===== src/rtl/mul32_seq.sv =====
// Sequential 32x32 unsigned shift-add multiplier with a start/done handshake.
// It adds one partial product per cycle through a shared 32-bit carry-lookahead adder.

module cla32_ov (
    input  logic [31:0] a,
    input  logic [31:0] b,
    input  logic        ci,
    output logic [31:0] sum,
    output logic        co,
    output logic        co_prev
);
    logic [31:0] g;
    logic [31:0] pr;

    assign g  = a & b;
    assign pr = a ^ b;

    // Carries are looked ahead inside each 4-bit group, and group carries chain between groups.
    always_comb begin
        logic       carry;
        logic [3:0] g4;
        logic [3:0] p4;
        logic [3:0] c4;
        sum     = '0;
        co_prev = 1'b0;
        carry   = ci;
        g4      = '0;
        p4      = '0;
        c4      = '0;
        for (int j = 0; j < 8; j++) begin
            g4    = g[4*j +: 4];
            p4    = pr[4*j +: 4];
            c4[0] = carry;
            c4[1] = g4[0] | (p4[0] & carry);
            c4[2] = g4[1] | (p4[1] & g4[0]) | (p4[1] & p4[0] & carry);
            c4[3] = g4[2] | (p4[2] & g4[1]) | (p4[2] & p4[1] & g4[0])
                  | (p4[2] & p4[1] & p4[0] & carry);
            sum[4*j +: 4] = p4 ^ c4;
            co_prev = c4[3];
            carry = g4[3] | (p4[3] & g4[2]) | (p4[3] & p4[2] & g4[1])
                  | (p4[3] & p4[2] & p4[1] & g4[0]) | ((&p4) & carry);
        end
        co = carry;
    end
endmodule

// state | meaning
// IDLE  | waiting for start
// BUSY  | 32 shift-add iterations in progress
// DONE  | one-cycle completion, p/ov freshly loaded; start here chains the next operation
module mul32_seq (
    input  logic        clk,
    input  logic        reset,
    input  logic        start,
    input  logic [31:0] a,
    input  logic [31:0] b,
    output logic        busy,
    output logic        done,
    output logic [63:0] p,
    output logic        ov
);
    typedef enum logic [1:0] {IDLE, BUSY, DONE} state_t;

    state_t      state;
    logic [31:0] m;
    logic [63:0] acc;
    logic [4:0]  cnt;
    logic [31:0] sum;
    logic        co;
    logic        adder_co_prev_unused;
    logic [63:0] acc_next;

    cla32_ov adder (
        .a       (acc[63:32]),
        .b       (m),
        .ci      (1'b0),
        .sum     (sum),
        .co      (co),
        .co_prev (adder_co_prev_unused)
    );

    // The adder carry becomes bit 63 after the shift; without it large products are wrong.
    always_comb begin
        acc_next = {1'b0, acc[63:32], acc[31:1]};
        if (acc[0])
            acc_next = {co, sum, acc[31:1]};
    end

    always_ff @(posedge clk or posedge reset) begin
        if (reset) begin
            state <= IDLE;
            m     <= '0;
            acc   <= '0;
            cnt   <= '0;
            p     <= '0;
            ov    <= 1'b0;
        end else begin
            case (state)
                IDLE, DONE: begin
                    if (start) begin
                        m     <= a;
                        acc   <= {32'b0, b};
                        cnt   <= '0;
                        state <= BUSY;
                    end else begin
                        state <= IDLE;
                    end
                end
                BUSY: begin
                    acc <= acc_next;
                    cnt <= cnt + 5'd1;
                    if (cnt == 5'd31) begin
                        p     <= acc_next;
                        ov    <= |acc_next[63:32];
                        state <= DONE;
                    end
                end
                default: state <= IDLE;
            endcase
        end
    end

    assign busy = (state == BUSY);
    assign done = (state == DONE);
endmodule


===== config.mk =====
export PLATFORM = sky130hd
export DESIGN_NAME = mul32_seq
export DESIGN_NICKNAME = d
export VERILOG_FILES = /design/src/rtl/mul32_seq.sv
export SDC_FILE = /design/constraint.sdc
export NUM_CORES = 1
export LEC_CHECK = 0
export CAP_MARGIN = 20
export CORE_UTILIZATION = 40
export DETAILED_ROUTE_END_ITERATION = 6
export PLACE_DENSITY = 0.71
export SLEW_MARGIN = 15
export SYNTH_ARGS = -nofsm -noshare
export SYNTH_HDL_FRONTEND = slang
export SYNTH_SLANG_ARGS = --single-unit

===== constraint.sdc =====
create_clock -name clk -period 6.6 [get_ports clk]
set_input_delay 0.66 -clock clk [delete_from_list [all_inputs] [get_ports clk]]
set_output_delay 0.66 -clock clk [all_outputs]
set_load 0.005 [all_outputs]

# Word level (Yosys, flattened, before mapping)
# Cells that the tools add are included.
# Widths: inputs -> output; s select.
[classes]
add_sub_neg = 1
mul = 0
n_div = 0
n_lt_le_gt_ge = 0
n_eq_ne = 5
shifts = 0
mux = 8
n_bitwise = 200
n_reduce_logical = 14
[ops]
columns = ["operator", "count"]
rows = [
  ["$mux 64", 2],
  ["$pmux 64 s2", 1],
  ["$and 1x1->1", 114],
  ["$or 1x1->1", 76],
  ["$and 32x32->32", 1],
  ["$reduce_or 32->1", 1],
  ["$xor 32x32->32", 1],
  ["$xor 4x4->4", 8],
  ["$reduce_and 4->1", 7],
  ["$pmux 5 s2", 1],
  ["$reduce_and 2->1", 3],
  ["$add 5x1->5 const B", 1],
  ["$eq 5x5->1 const B", 1],
  ["$mux 5", 1],
  ["$pmux 2 s2", 1],
  ["$eq 2x1->1 const B", 1],
  ["$eq 2x2->1 const B", 1],
  ["$logic_not 2->1", 1],
  ["$mux 2", 1],
  ["$ne 2x1->1 const B", 1],
  ["$ne 2x2->1 const B", 1],
  ["$reduce_bool 2->1", 1],
  ["$reduce_or 2->1", 1],
  ["$mux 1", 1],
]
[word_totals]
register_bits = 168
latchBits = 0
mem_bits_rw = 0
romBits = 0
word_cells = 234
mem_count = 0

# Logic depth before layout (Yosys ltp)
[logic_depth]
ltp_word = 22
depth_mapped = 19
depth_no_buf = 18

# By module
# A second synthesis with hierarchy kept.
[unflattened]
cells_unflattened = 822
hier_area_um2 = 8411.8
[modules_own_cells]
columns = ["module", "instances", "cells_each", "area_per_inst_um2", "seq_area_each_um2"]
rows = [
  ["mul32_seq", 1, 654, 7000.5, 4204.0],
  ["cla32_ov", 1, 168, 1411.4, 0.0],
]

# Least setup slack after synthesis
# Ideal clock, no wire load.
[synth_path]
kind = "reg-to-reg"
from = "register acc[39]"
to = "register ov"
setup_time_ns = 0.134
arrival_time_ns = 4.401
required_time_ns = 6.466
slack_ns = 2.065
path_stages_with_launch = 19
period_less_slack_ns = 4.535
path_cell_list = "dfrtp_1 -> ha_1 -> a21oi_4 -> o21ai_2 -> a211oi_4 -> a21oi_4 -> o21a_1 -> o21a_1 -> or2_2 -> fa_1 -> or4b_1 -> o22ai_1 -> and4_1 -> nor4bb_1 -> nor4bb_1 -> nand4_1 -> nor4_1 -> and4_1 -> a31oi_1"
[synth_between]
elab_chain_cells = 21
elab_cells_between_ends = 70
cone_classes = "1 x mux; 67 x bitwise; 2 x reduce/logical"
[synth_lines]
columns = ["element", "line_no", "source"]
rows = [
  ["start: declaration", "66", "logic [63:0] acc;"],
  ["start signal: assignment", "102", "acc <= {32'b0, b};"],
  ["start signal: assignment", "110", "acc <= acc_next;"],
  ["$xor 32x32->32", "16", "assign pr = a ^ b;"],
  ["$and 1x1->1, on equally long branches", "40, 41", ""],
  ["$or 1x1->1 (tied with other cells)", "40", "carry = g4[3] | (p4[3] & g4[2]) | (p4[3] & p4[2] & g4[1])"],
  ["$or 1x1->1 or $and 1x1->1 (tied branches)", "40, 41", ""],
  ["$or 1x1->1 (2 in a row)", "41", "| (p4[3] & p4[2] & p4[1] & g4[0]) | ((&p4) & carry);"],
  ["$and 1x1->1", "41", ""],
  ["$or 1x1->1", "41", ""],
  ["$and 1x1->1", "41", ""],
  ["[4 not listed]", "--", ""],
  ["$or 1x1->1", "41", ""],
  ["$and 1x1->1", "41", ""],
  ["$or 1x1->1", "41", ""],
  ["$and 1x1->1, on equally long branches", "34, 35, 37", ""],
  ["$or 1x1->1, on equally long branches", "34, 35, 37", ""],
  ["$xor 4x4->4", "38", "sum[4*j +: 4] = p4 ^ c4;"],
  ["$mux 64 *", "85", "if (acc[0])"],
  ["$reduce_or 32->1 *", "114", "ov <= |acc_next[63:32];"],
  ["end signal: assignment", "114", ""],
  ["end: declaration", "60", "output logic ov"],
]
# Every way passes the cells marked *; elsewhere a longest branch is shown, timed or not.
# A chain may end at the register's enable or synchronous reset.

# Worst setup path after layout
[layout_path]
from = "register acc[37]"
to = "register ov"
[layout_between]
elab_chain_cells = 20
elab_cells_between_ends = 80
cone_classes = "1 x mux; 77 x bitwise; 2 x reduce/logical"
[layout_lines]
columns = ["element", "line_no"]
rows = [
  ["$and 32x32->32 or $xor 32x32->32 (tied branches)", "15, 16"],
  ["$and 1x1->1, on equally long branches", "40, 41"],
  ["$or 1x1->1 or $and 1x1->1 (tied branches)", "40, 41"],
  ["$or 1x1->1 (2 in a row)", "41"],
  ["$and 1x1->1", "41"],
  ["$or 1x1->1", "41"],
  ["$and 1x1->1", "41"],
  ["$or 1x1->1", "41"],
  ["[3 not listed]", "--"],
  ["$or 1x1->1", "41"],
  ["$and 1x1->1", "41"],
  ["$or 1x1->1", "41"],
  ["$and 1x1->1, on equally long branches", "34, 35, 37"],
  ["$or 1x1->1, on equally long branches", "34, 35, 37"],
  ["$xor 4x4->4", "38"],
  ["$mux 64 *", "85"],
  ["$reduce_or 32->1 *", "114"],
]
# Marked as above.

==> impl_metrics.json <==
{
  "status": "finished clean",
  "tightest_slew_ns": 0.929,
  "pwr-share-clk": 0.178,
  "ir_drop_mv": 0.239,
  "grt.total_usage": 0.213,
  "pwr-share-seq": 0.332,
  "p_comb_frac": 0.490,
  "grt_pass1_wl_mm": 35.6,
  "layout-drive-gt1-share": 0.0665,
  "hold_start": "p[52]",
  "overflow": 0,
  "ff2ff_setup_slack_ns": 1.57,
  "path_max_fanout": 8,
  "finalSetupViolations": 0,
  "syn_area_mm2": 0.00828,
  "max_freq_mhz": 199,
  "synth-edff-count": 0,
  "dieWidth_um": 146,
  "r2r-start": "acc[37]",
  "start_util": 0.409,
  "p_leak_nw": 4.82,
  "cts-root-buf": "clkbuf_16",
  "dr.pass1.iters": 5,
  "p_int_mw": 3.25,
  "cp-start-kind": "flip-flop",
  "async_flop_share": 1.00,
  "ios": 134,
  "wire_per_inst_um": 16.5,
  "hold_viol": 0,
  "syn-instance-count": 893,
  "clk_pin_slew_ns": 0.07,
  "postCtsSetupBuffers": 0,
  "ys_seq_area_frac": 0.508,
  "gp_congestion": 0.916,
  "p_per_area_mw_per_mm2": 534,
  "route.detailed.drc": 0,
  "clk_path_buf_depth": 2,
  "insertion_delay_ns": 0.43,
  "avgSynthCellArea_um2": 9.27,
  "hold_path.class": "reg -> reg",
  "nets": 1118,
  "drv_cap": 0,
  "ys_types": 68,
  "dp_hpwl_mm": 14.2,
  "core_area_mm2": 0.0202,
  "hold_depth": 2,
  "dieArea_mm2": 0.0213,
  "reg2regPathDepth": 18,
  "min_to": "p[52]",
  "final.min_clock_period_ns": 5.03,
  "sw_frac_of_total": 0.418,
  "slew-limit-headroom": 0.380,
  "grt_max_degree": 114,
  "total_power_mw": 5.59,
  "grt_pass1_vias": 6842,
  "antenna_found_initial": 0,
  "endpoint_kind": "flip-flop",
  "crit_start": "acc[37]",
  "viasPerCell": 5.27,
  "rows": 52,
  "first_iter_violations": 388,
  "finalSetupTns_ns": 0,
  "clock_sinks": 168,
  "ant_nets": 0,
  "fin_skew_ns": 0.00787,
  "reg2reg_to": "ov",
  "rsz0062_at_grt": "no",
  "antennaDiodeCount": 0,
  "p_sw_mw": 2.34,
  "criticalPathCategory": "reg -> reg",
  "yosysWarnings": 0,
  "fin_crit_sh": 0.763,
  "numCtsBuffers": 17,
  "finalWirelength_mm": 21.3,
  "ctsHoldBuffers": 0,
  "maxSlewViolCount": 0,
  "area_growth_pct": 26.5,
  "worstPathArrival_ns": 5.33,
  "hold_slack_ns": 0.476,
  "numPortBuffers": 133,
  "placed_cell_area_mm2": 0.00986,
  "die_y_um": 146,
  "ctsResizeCount": 0,
  "ys.flop_type": "dfrtp_1",
  "cts_tree": "built",
  "crit_required_ns": 6.89,
  "htreeDepth": 4,
  "synth-seq-cells": 168,
  "vias": 6804,
  "syn_nets": 1002,
  "final_area_mm2": 0.0105
}
-- critical path, cell delays in order (launching register included) --
cell	delay (ns)
dfrtp_1	0.40
ha_1	0.44
a21oi_4	0.19
o21ai_2	0.10
a211oi_4	0.36
a21oi_4	0.13
o21a_1	0.24
o21a_1	0.19
or2_2	0.29
fa_1	0.46
or4b_1	0.53
o22ai_1	0.16
and4_1	0.20
nor4bb_1	0.22
nor4bb_1	0.26
nand4_1	0.12
nor4_1	0.27
and4_1	0.23
a31oi_1	0.08
-- worst max-delay path by stage --
stage               cells past startpoint     end  slack [ns]
floorplan                               1  acc[0]        1.39
global placement                       18      ov        1.74
detailed placement                     18      ov        1.59
CTS                                    18      ov        1.58
global route                           18      ov        1.27
finish                                 18      ov        1.57
-- cells in the mapped netlist (2+ instances only) --
cell,count,area share
nand2_1,327,0.15
dfrtp_1,168,0.51
o21ai_0,73,0.044
clkbuf_1,35,0.016
ha_1,34,0.051
a22oi_1,32,0.029
nor2_1,22,0.010
a21oi_1,18,0.011
inv_1,12,0.0054
mux2i_1,12,0.015
nor2b_1,10,0.0076
a31oi_1,9,0.0068
xnor2_1,9,0.0095
a211oi_1,8,0.0073
buf_1,8,0.0036
fa_1,8,0.019
nand3_1,8,0.0048
nand4_1,8,0.0060
a22o_1,6,0.0063
nor3_1,6,0.0036
a21o_1,5,0.0045
nand2b_1,5,0.0038
and4_1,4,0.0042
a21boi_0,3,0.0027
a21oi_4,3,0.0059
nand3b_1,3,0.0027
nor4_1,3,0.0023
or2_2,3,0.0023
or3_1,3,0.0023
or4_1,3,0.0027
xor2_1,3,0.0032
a311o_1,2,0.0024
and3_1,2,0.0015
nor4bb_1,2,0.0024
o21a_1,2,0.0018
o21ai_2,2,0.0021
-- registers in the layout, indices dropped and copies added, names as in the netlist --
name,cells
p,64
acc,64
ov,1
state,2
cnt,5
m,32
-- layout by cell type (no fill, tap or decap), types with 4 or more instances in the layout --
cell type	synthesis	layout
dfrtp_1	168	168
xnor2_1	9	9
buf_4	0	8
fa_1	8	8
nand3_1	8	8
inv_1	12	11
nand4_1	8	8
a22o_1	6	6
nand2_1	327	326
clkbuf_16	0	17
a31oi_1	9	9
inv_6	0	8
a21o_1	5	5
and4_1	4	4
ha_1	34	34
clkdlybuf4s50_1	0	133
a211oi_1	8	8
nand2b_1	5	4
nor2b_1	10	9
nor3_1	6	6
a22oi_1	32	32
a21oi_1	18	18
nor2_1	22	21
o21ai_0	73	73
mux2i_1	12	12
-- power by group through the flow --
| stage | Combinational, mW | Clock (mW) | Sequential [mW] |
|---|---|---|---|
| finish | 2.74 | 0.994 | 1.85 |
| global route | 3.07 | 1.05 | 1.92 |
| CTS | 2.74 | 1.01 | 1.86 |
| detailed placement | 2.73 | 0 | 1.86 |
| global placement | 2.69 | 0 | 1.85 |
| floorplan | 1.80 | 0 | 1.80 |
-- routing by layer --
metal	GRT usage	wire length (um)	vias up
li1	-	-	3286
met1	0.283	9640	3269
met2	0.334	9460	227
met3	0.0708	1900	22
met4	0.0521	301	0
met5	0	0	-
-- logic make-up after synthesis --
family,after synthesis,share of synthesized area
DFF,168,0.508
and+or+nand+nor,414,0.212
AOI/OAI and AO/OA,186,0.154
muxes,13,0.0159
xor gates and xnor gates,12,0.0127
adders and majority gates,42,0.0707
buffers and inverters,58,0.0273
-- through the flow --
| stage | setup WS (ns) | utilization | instances |
|---|---|---|---|
| 3_5_place_dp | 1.59 | 0.487 | 1259 |
| 5_1_grt | 1.27 | 0.518 | 1292 |
| 6_report | 1.57 | 0.518 | 1292 |
| 2_1_floorplan | 1.39 | - | 893 |
| 4_1_cts | 1.58 | 0.516 | 1291 |
| 3_3_place_gp | 1.74 | 0.487 | 1259 |
-- layout make-up --
cell class / count / area [um^2]
repair buffers: 142 / 1420
clock buffers: 17 / 425
clock inverters: 15 / 163
inverters: 13 / 53.8
flip-flops and latches: 168 / 4200
fillers: 1834 / 9760
well taps: 270 / 338
multi-input cells: 667 / 3870
Note: power is estimated with default switching activity, not from simulation.
